[src/rtl/score_pkg.sv]
// Shared definitions for the score writer: bus width, register
// addresses of the score display controller and the write FSM states.
package score_pkg;

    localparam int BUS_W = 32;

    localparam logic [1:0] ADDR_SCORE1 = 2'b00;
    localparam logic [1:0] ADDR_SCORE2 = 2'b01;

    typedef enum logic [1:0] {
        IDLE = 2'd0,
        WR1  = 2'd1,
        WR2  = 2'd2
    } wr_state_t;

endpackage

[src/rtl/sat_counter.sv]
// Saturating up-counter with synchronous clear, one per player.
// count_next exposes the value the counter takes at the next edge so the
// parent can register outputs that line up with the updated score.
module sat_counter #(
    parameter int W   = 4,
    parameter int MAX = 9
) (
    input  logic         clk,
    input  logic         rst,
    input  logic         clear,
    input  logic         inc,
    output logic [W-1:0] count,
    output logic [W-1:0] count_next
);

    localparam logic [W-1:0] MAX_V = W'(MAX);

    // Clear wins over increment; increments stop at MAX.
    always_comb begin
        count_next = count;
        if (clear) begin
            count_next = '0;
        end else if (inc && (count != MAX_V)) begin
            count_next = count + 1'b1;
        end
    end

    // Counter register.
    always_ff @(posedge clk or posedge rst) begin
        if (rst) begin
            count <= '0;
        end else begin
            count <= count_next;
        end
    end

endmodule

[src/rtl/score_writer.sv]
// Score writer: keeps both players' scores and pushes each changed score
// to the score display controller as a single-cycle register write.
// Both registers are written once after reset and after every clear.
// Optional feature macro SCORE_REFRESH_EN adds a periodic forced re-write
// of both registers every REFRESH_CYCLES clocks.
module score_writer
    import score_pkg::*;
#(
    parameter int MAX_SCORE = 9,
    parameter int SCORE_W   = 4
`ifdef SCORE_REFRESH_EN
    ,
    parameter int REFRESH_CYCLES = 1000000
`endif
) (
    input  logic               clk,
    input  logic               rst,
    input  logic               point1_i,
    input  logic               point2_i,
    input  logic               clear_i,
    output logic               MW_o,
    output logic [1:0]         address_o,
    output logic [BUS_W-1:0]   data_o,
    output logic [SCORE_W-1:0] score1_o,
    output logic [SCORE_W-1:0] score2_o,
    output logic               game_over_o
);

    localparam logic [SCORE_W-1:0] MAX_V = SCORE_W'(MAX_SCORE);

    wr_state_t          state;
    wr_state_t          state_next;
    logic               mw_next;
    logic [1:0]         addr_next;
    logic [BUS_W-1:0]   data_next;

    logic               pend1;
    logic               pend2;
    logic               accept1;
    logic               accept2;
    logic               refresh_wrap;
    logic [SCORE_W-1:0] score1_next;
    logic [SCORE_W-1:0] score2_next;

    // Points count only while the game is running and no clear is taking priority.
    assign accept1 = point1_i & ~game_over_o & ~clear_i;
    assign accept2 = point2_i & ~game_over_o & ~clear_i;

    sat_counter #(
        .W   (SCORE_W),
        .MAX (MAX_SCORE)
    ) u_score1 (
        .clk        (clk),
        .rst        (rst),
        .clear      (clear_i),
        .inc        (accept1),
        .count      (score1_o),
        .count_next (score1_next)
    );

    sat_counter #(
        .W   (SCORE_W),
        .MAX (MAX_SCORE)
    ) u_score2 (
        .clk        (clk),
        .rst        (rst),
        .clear      (clear_i),
        .inc        (accept2),
        .count      (score2_o),
        .count_next (score2_next)
    );

`ifdef SCORE_REFRESH_EN
    localparam int RW = (REFRESH_CYCLES > 1) ? $clog2(REFRESH_CYCLES) : 1;

    logic [RW-1:0] refresh_cnt;

    assign refresh_wrap = (refresh_cnt == RW'(REFRESH_CYCLES - 1));

    // Free-running refresh timer, restarted by a new game.
    always_ff @(posedge clk or posedge rst) begin
        if (rst) begin
            refresh_cnt <= '0;
        end else if (clear_i || refresh_wrap) begin
            refresh_cnt <= '0;
        end else begin
            refresh_cnt <= refresh_cnt + 1'b1;
        end
    end
`else
    assign refresh_wrap = 1'b0;
`endif

    // Game over is taken from the next score values so it rises together with the final score.
    always_ff @(posedge clk or posedge rst) begin
        if (rst) begin
            game_over_o <= 1'b0;
        end else begin
            game_over_o <= (score1_next == MAX_V) || (score2_next == MAX_V);
        end
    end

    // Pending-write flags: a new change re-arms the flag even in the cycle its write completes.
    always_ff @(posedge clk or posedge rst) begin
        if (rst) begin
            pend1 <= 1'b1;
            pend2 <= 1'b1;
        end else begin
            if (clear_i || accept1 || refresh_wrap) begin
                pend1 <= 1'b1;
            end else if (state == WR1) begin
                pend1 <= 1'b0;
            end
            if (clear_i || accept2 || refresh_wrap) begin
                pend2 <= 1'b1;
            end else if (state == WR2) begin
                pend2 <= 1'b0;
            end
        end
    end

    // Next state and next bus values; data uses the score that will be current during the write.
    always_comb begin
        state_next = state;
        mw_next    = 1'b0;
        addr_next  = address_o;
        data_next  = data_o;
        case (state)
            IDLE: begin
                if (pend1) begin
                    state_next = WR1;
                end else if (pend2) begin
                    state_next = WR2;
                end
            end
            WR1: begin
                state_next = pend2 ? WR2 : IDLE;
            end
            WR2: begin
                state_next = pend1 ? WR1 : IDLE;
            end
            default: begin
                state_next = IDLE;
            end
        endcase
        if (state_next == WR1) begin
            mw_next   = 1'b1;
            addr_next = ADDR_SCORE1;
            data_next = {{(BUS_W - SCORE_W){1'b0}}, score1_next};
        end else if (state_next == WR2) begin
            mw_next   = 1'b1;
            addr_next = ADDR_SCORE2;
            data_next = {{(BUS_W - SCORE_W){1'b0}}, score2_next};
        end
    end

    // State and registered bus outputs; reset drops the strobe immediately.
    always_ff @(posedge clk or posedge rst) begin
        if (rst) begin
            state     <= IDLE;
            MW_o      <= 1'b0;
            address_o <= 2'b00;
            data_o    <= '0;
        end else begin
            state     <= state_next;
            MW_o      <= mw_next;
            address_o <= addr_next;
            data_o    <= data_next;
        end
    end

endmodule

[config.mk]
export PLATFORM = sky130hd
export DESIGN_NAME = score_writer
export DESIGN_NICKNAME = d
export VERILOG_FILES = /design/src/rtl/score_pkg.sv /design/src/rtl/sat_counter.sv /design/src/rtl/score_writer.sv
export SDC_FILE = /design/constraint.sdc
export NUM_CORES = 1
export LEC_CHECK = 0
export BUFFER_PORTS_ARGS = -buffer_cell sky130_fd_sc_hd__buf_2
export CAP_MARGIN = 20
export CORE_MARGIN = 2
export CORE_UTILIZATION = 51
export DETAILED_ROUTE_END_ITERATION = 6
export PLACE_DENSITY_LB_ADDON = 0.05
export SYNTH_ARGS = -nofsm -noshare
export SYNTH_HDL_FRONTEND = slang
export SYNTH_SLANG_ARGS = --single-unit
[constraint.sdc]
create_clock -name clk -period 3.8 [get_ports clk]
set_clock_uncertainty 0.1 [all_clocks]
set_input_delay 0.76 -clock clk [delete_from_list [all_inputs] [get_ports clk]]
set_output_delay 0.76 -clock clk [all_outputs]
set_load 0.01 [all_outputs]
After elaboration in Yosys (flattened, before gate mapping)
Cells that the tools add are included.

cells by class
  multiplexer cells = 19
  reductions and logical operators = 9
  add/subtract/negate cells = 2
  bitwise gates (word level) = 6
  eq/ne operators = 8

operators with widths
  kind                                                 number
  2-to-1 mux 32 bit                                    2
  2-to-1 mux 4 bit                                     4
  2-to-1 mux 2 bit                                     5
  adder 4 x 1 -> 4 bit, second input constant          2
  equality test 4 bit, second input constant           2
  inequality test 4 bit, second input constant         2
  2-to-1 mux 1 bit                                     7
  case mux 2 bit (3 select lines)                      1
  nonzero test 2 bit                                   3
  AND 1 bit                                            4
  equality test 2 x 1 -> 1 bit, second input constant  2
  equality test 2 bit, second input constant           2
  logical OR 1 bit                                     3
  logical AND 1 bit                                    2
  logical NOT 2 bit                                    1
  NOT 1 bit                                            2

word-level totals
  word-level logic and storage cells = 53
  bits in registers = 48

Logic depth before layout (Yosys ltp)
  word-level depth = 8
  depth in mapped cells = 7
  gate-level depth less buffers = 6

Cells and area by module
Synthesis repeated with hierarchy kept, for this count alone.

unflattened totals
  cells, all modules = 120
  area total of the unflattened synthesis = 1202.4 µm²

by module, submodules not included
  module                  instances  cells an instance  area each (µm²)  sequential area each (µm²)
  score_writer            1          74                 729.4            277.8
  sat_counter (u_score1)  1          24                 251.5            100.1
  sat_counter (u_score2)  1          22                 221.5            100.1

Least setup slack after synthesis
OpenSTA, ideal clock, no wires.

  path kind = register to register
  start = reg pend2
  end = reg data_o[2]
  setup slack = 1.658 ns
  arrival = 1.976 ns
  buffers on the path = 1
  data required time = 3.634 ns
  library setup time = 0.066 ns
  cell stages (with the launch flop) = 7
  path through = dfstp_2 > or3b_2 > ha_1 > clkbuf_1 > or2_2 > nor3_1 > a221o_1

between the ends
  word-level cells in the longest chain between the ends = 5
  elaborated cells between the ends (all ways) = 8
  classes of those cells = eq/ne: 2; mux: 5; reduce/logical: 1

ends and longest elaborated chain
  what                                                                 RTL line                                  source
  from (decl)                                                          score_writer.sv:38                        logic pend2;
  from (signal assigned)                                               score_writer.sv:107                       pend2 <= 1'b1;
  from (signal assigned)                                               score_writer.sv:115                       pend2 <= 1'b1;
  from (signal assigned)                                               score_writer.sv:117                       pend2 <= 1'b0;
  2-to-1 mux 2 bit                                                     score_writer.sv:132                       end else if (pend2) begin
  2-to-1 mux 2 bit                                                     score_writer.sv:130                       if (pend1) begin
  case mux 2 bit (3 select lines) *                                    score_writer.sv:128                       case (state)
  equality test 2 x 1 -> 1 bit or equality test 2 bit (tied branches)  score_writer.sv:146, score_writer.sv:150
  2-to-1 mux 32 bit or nonzero test 2 bit (tied branches)              n/a
  to (signal assigned)                                                 score_writer.sv:168                       data_o <= data_next;
  to (decl)                                                            score_writer.sv:23                        output logic [BUS_W-1:0] data_o,

Every way passes the cells marked *; elsewhere a longest branch is shown, timed or not.
A chain may end at the register's enable or synchronous reset.

Worst setup path after layout
Same ends and word-level chain as after synthesis.

==> metrics.cfg <==
[critical_path]
cp.required_ns = 3.94
start_kind = register
ff2ff_setup_slack_ns = 1.57
worst-setup-path-type = register to register
critPathCaptureType = register
worstPathArrival_ns = 2.37
cp_max_fo = 9

[synth]
synth.distinct_cells = 40
yosysMostFrequentCell = buf_4
synth_async_sr_flop_share_pct = 100
syn_area_sq_um = 1230
netlist_instances = 126
yosysSeqAreaShare_pct = 39.0
synth_flop_cell = dfrtp_1
yosys.area.top_type_share_pct = 34.7
synth_area_leader_cell = dfrtp_1
synth_edf_count = 0
yosys_register_bits = 19
ys_warn_count = 0
avgSynthCellArea_sq_um = 9.73
synth_area_leaders = dfrtp_1, buf_4, ha_1
synthTopCellsByCount = buf_4, dfrtp_1, inv_1

[power]
p_leak_nw = 0.693
p_per_area_nw_per_um2 = 471
finalPower_uw = 595
peakVddDrop_mv = 0.372

[clock_network]
root_buffer = clkbuf_4
cts.sinks = 19
cts_tree = done
cts_inserted_buffers = 3
htreeDepth = 1
clk_path_buf_depth = 2
cts_setup_buffers = 0
clkTransAtPathRegs_ns = 0.11
cts_resized = 0
cts_hold_buf = 0
clkLatencyLatePin_ns = 0.29

[grt]
use_met3_pct = 3.39
grt.met2_usage_pct = 26.7
top_usage_layer = met2
grt_use_total_pct = 16.5
grt_pass1_wl_um = 3330
antenna_found_initial = 0
first_global_vias = 710
grt_remaining_overflow = 0
met1_usage_pct = 23.1
grt_start_max_net_pins = 20

[timing]
fmax_ghz = 0.447
setup-violations-final = 0
max_slew_margin_pct = 52.7
hold_violations = 0
finalMaxSlewViolations = 0
worst_pin_slew_ns = 0.708
grt_setup_unrepaired = false
final.period_utilization_pct = 58.8
final.setup.tns_ns = 0
min_period_ns = 2.23

[detailed_routing]
vias_per_cell = 4.93
dr.pass1.iters = 4
wl_per_cell_um = 12.3
ant_nets = 0
drc = 0
routed_wl_um = 2130
vias = 858
first_iter_violations = 9

[outcome]
status = finished, final reports clean

[finish]
final_nets = 157
filler_cell_count = 206
design_area_sq_um = 1260
syn_to_final_growth_pct = 3.06
drive_above_1_share_pct = 20.5
diodes = 0

[floorplanning]
die_h_um = 53.0
die-area_sq_um = 2810
rows = 17
fp.dieW_um = 53.0
io_pins = 49
start_util_pct = 54.9
core_sq_um = 2230

[hold_path]
hp-class = register to register

[placed_design]
io_buffers = 19
post_dp_cell_area_sq_um = 1240
place_congestion = 0.818
place_hpwl_um = 1650

[job]
cap_violations = 0

## sequential cells by signal, summed over array words and instances, names as in the netlist
| register | flops |
|---|---|
| data_o | 4 |
| game_over_o | 1 |
| u_score2.count | 4 |
| pend1 | 1 |
| state | 2 |
| MW_o | 1 |
| pend2 | 1 |
| address_o | 1 |
| u_score1.count | 4 |
## path summary, 6_finish.rpt
kind | from | endpoint | cells after the start
min reg2reg | state[0]$_DFF_PP0_ | state[0]$_DFF_PP0_ | 1
max in group asynchronous | rst | data_o[3]$_DFFE_PP0P_ | 2
max | pend2$_DFFE_PP1P_ | data_o[2]$_DFFE_PP0P_ | 5
min in group asynchronous | rst | address_o[0]$_DFFE_PP0P_ | 2
max reg2reg | pend2$_DFFE_PP1P_ | data_o[2]$_DFFE_PP0P_ | 5
min | state[0]$_DFF_PP0_ | state[0]$_DFF_PP0_ | 1
## layout by cell type, fill, tap and decap left out, drive strengths merged, types with 2 or more instances in the layout
cell type and count:
conb 29, buf 19, dfrtp 17, inv 8
nor2b 6, nor2 6, nand3b 5, a21oi 5
ha 5, nand2 4, mux2i 4, nand2b 3
clkbuf 3, a221o 2, a211o 2, o21ai 2
nand4 2, dfstp 2, or3b 2
## cell families after synthesis
kind of cell	share of synthesized area, %
buffers and inverters	20.8
flip-flops	39.0
AND/OR/NAND/NOR	19.3
adder cells (fa/ha/maj)	5.10
other	0.306
multiplexers	4.18
AO/OA/AOI/OAI	11.3
## power by group
group          internal, mW  switching [mW]  total (mW)
logic                0.0968           0.135       0.232
registers             0.241          0.0204       0.261
clock network        0.0391          0.0633       0.102
## area by class of cell
type / instances / area [sq um] / area share [%]
Tap cell: 28 / 35.0 / 2.77
Inverter: 8 / 30.0 / 2.38
Clock buffer: 3 / 22.5 / 1.78
Multi-Input combinational cell: 96 / 598 / 47.3
Clock inverter: 1 / 5.00 / 0.396
Sequential cell: 19 / 478 / 37.8
Timing Repair Buffer: 19 / 95.1 / 7.52
## through the flow
stage / util [%] / instances / hold slack [ns] / setup slack [ns]
floorplan: - / 154 / 0.341 / 1.66
global placement: 55.4 / 170 / 0.362 / 1.57
detailed placement: 55.4 / 170 / 0.374 / 1.56
CTS: 56.6 / 174 / 0.392 / 1.56
global route: 56.6 / 174 / 0.429 / 1.43
finish: 56.6 / 174 / 0.392 / 1.57
## routing by layer
layer,share of wire [%],vias up
met3,5.9,2
met5,0,-
li1,-,413
met2,47,32
met1,47,411
met4,0.47,0
## worst max-delay path, stage by stage, from the launching register on
cell and delay, ns:
dfstp_2 0.55, or3b_2 0.46, ha_1 0.40, or2_2 0.34
nor3_1 0.19, a221o_1 0.14
Note: power is estimated with default switching activity, not from simulation.
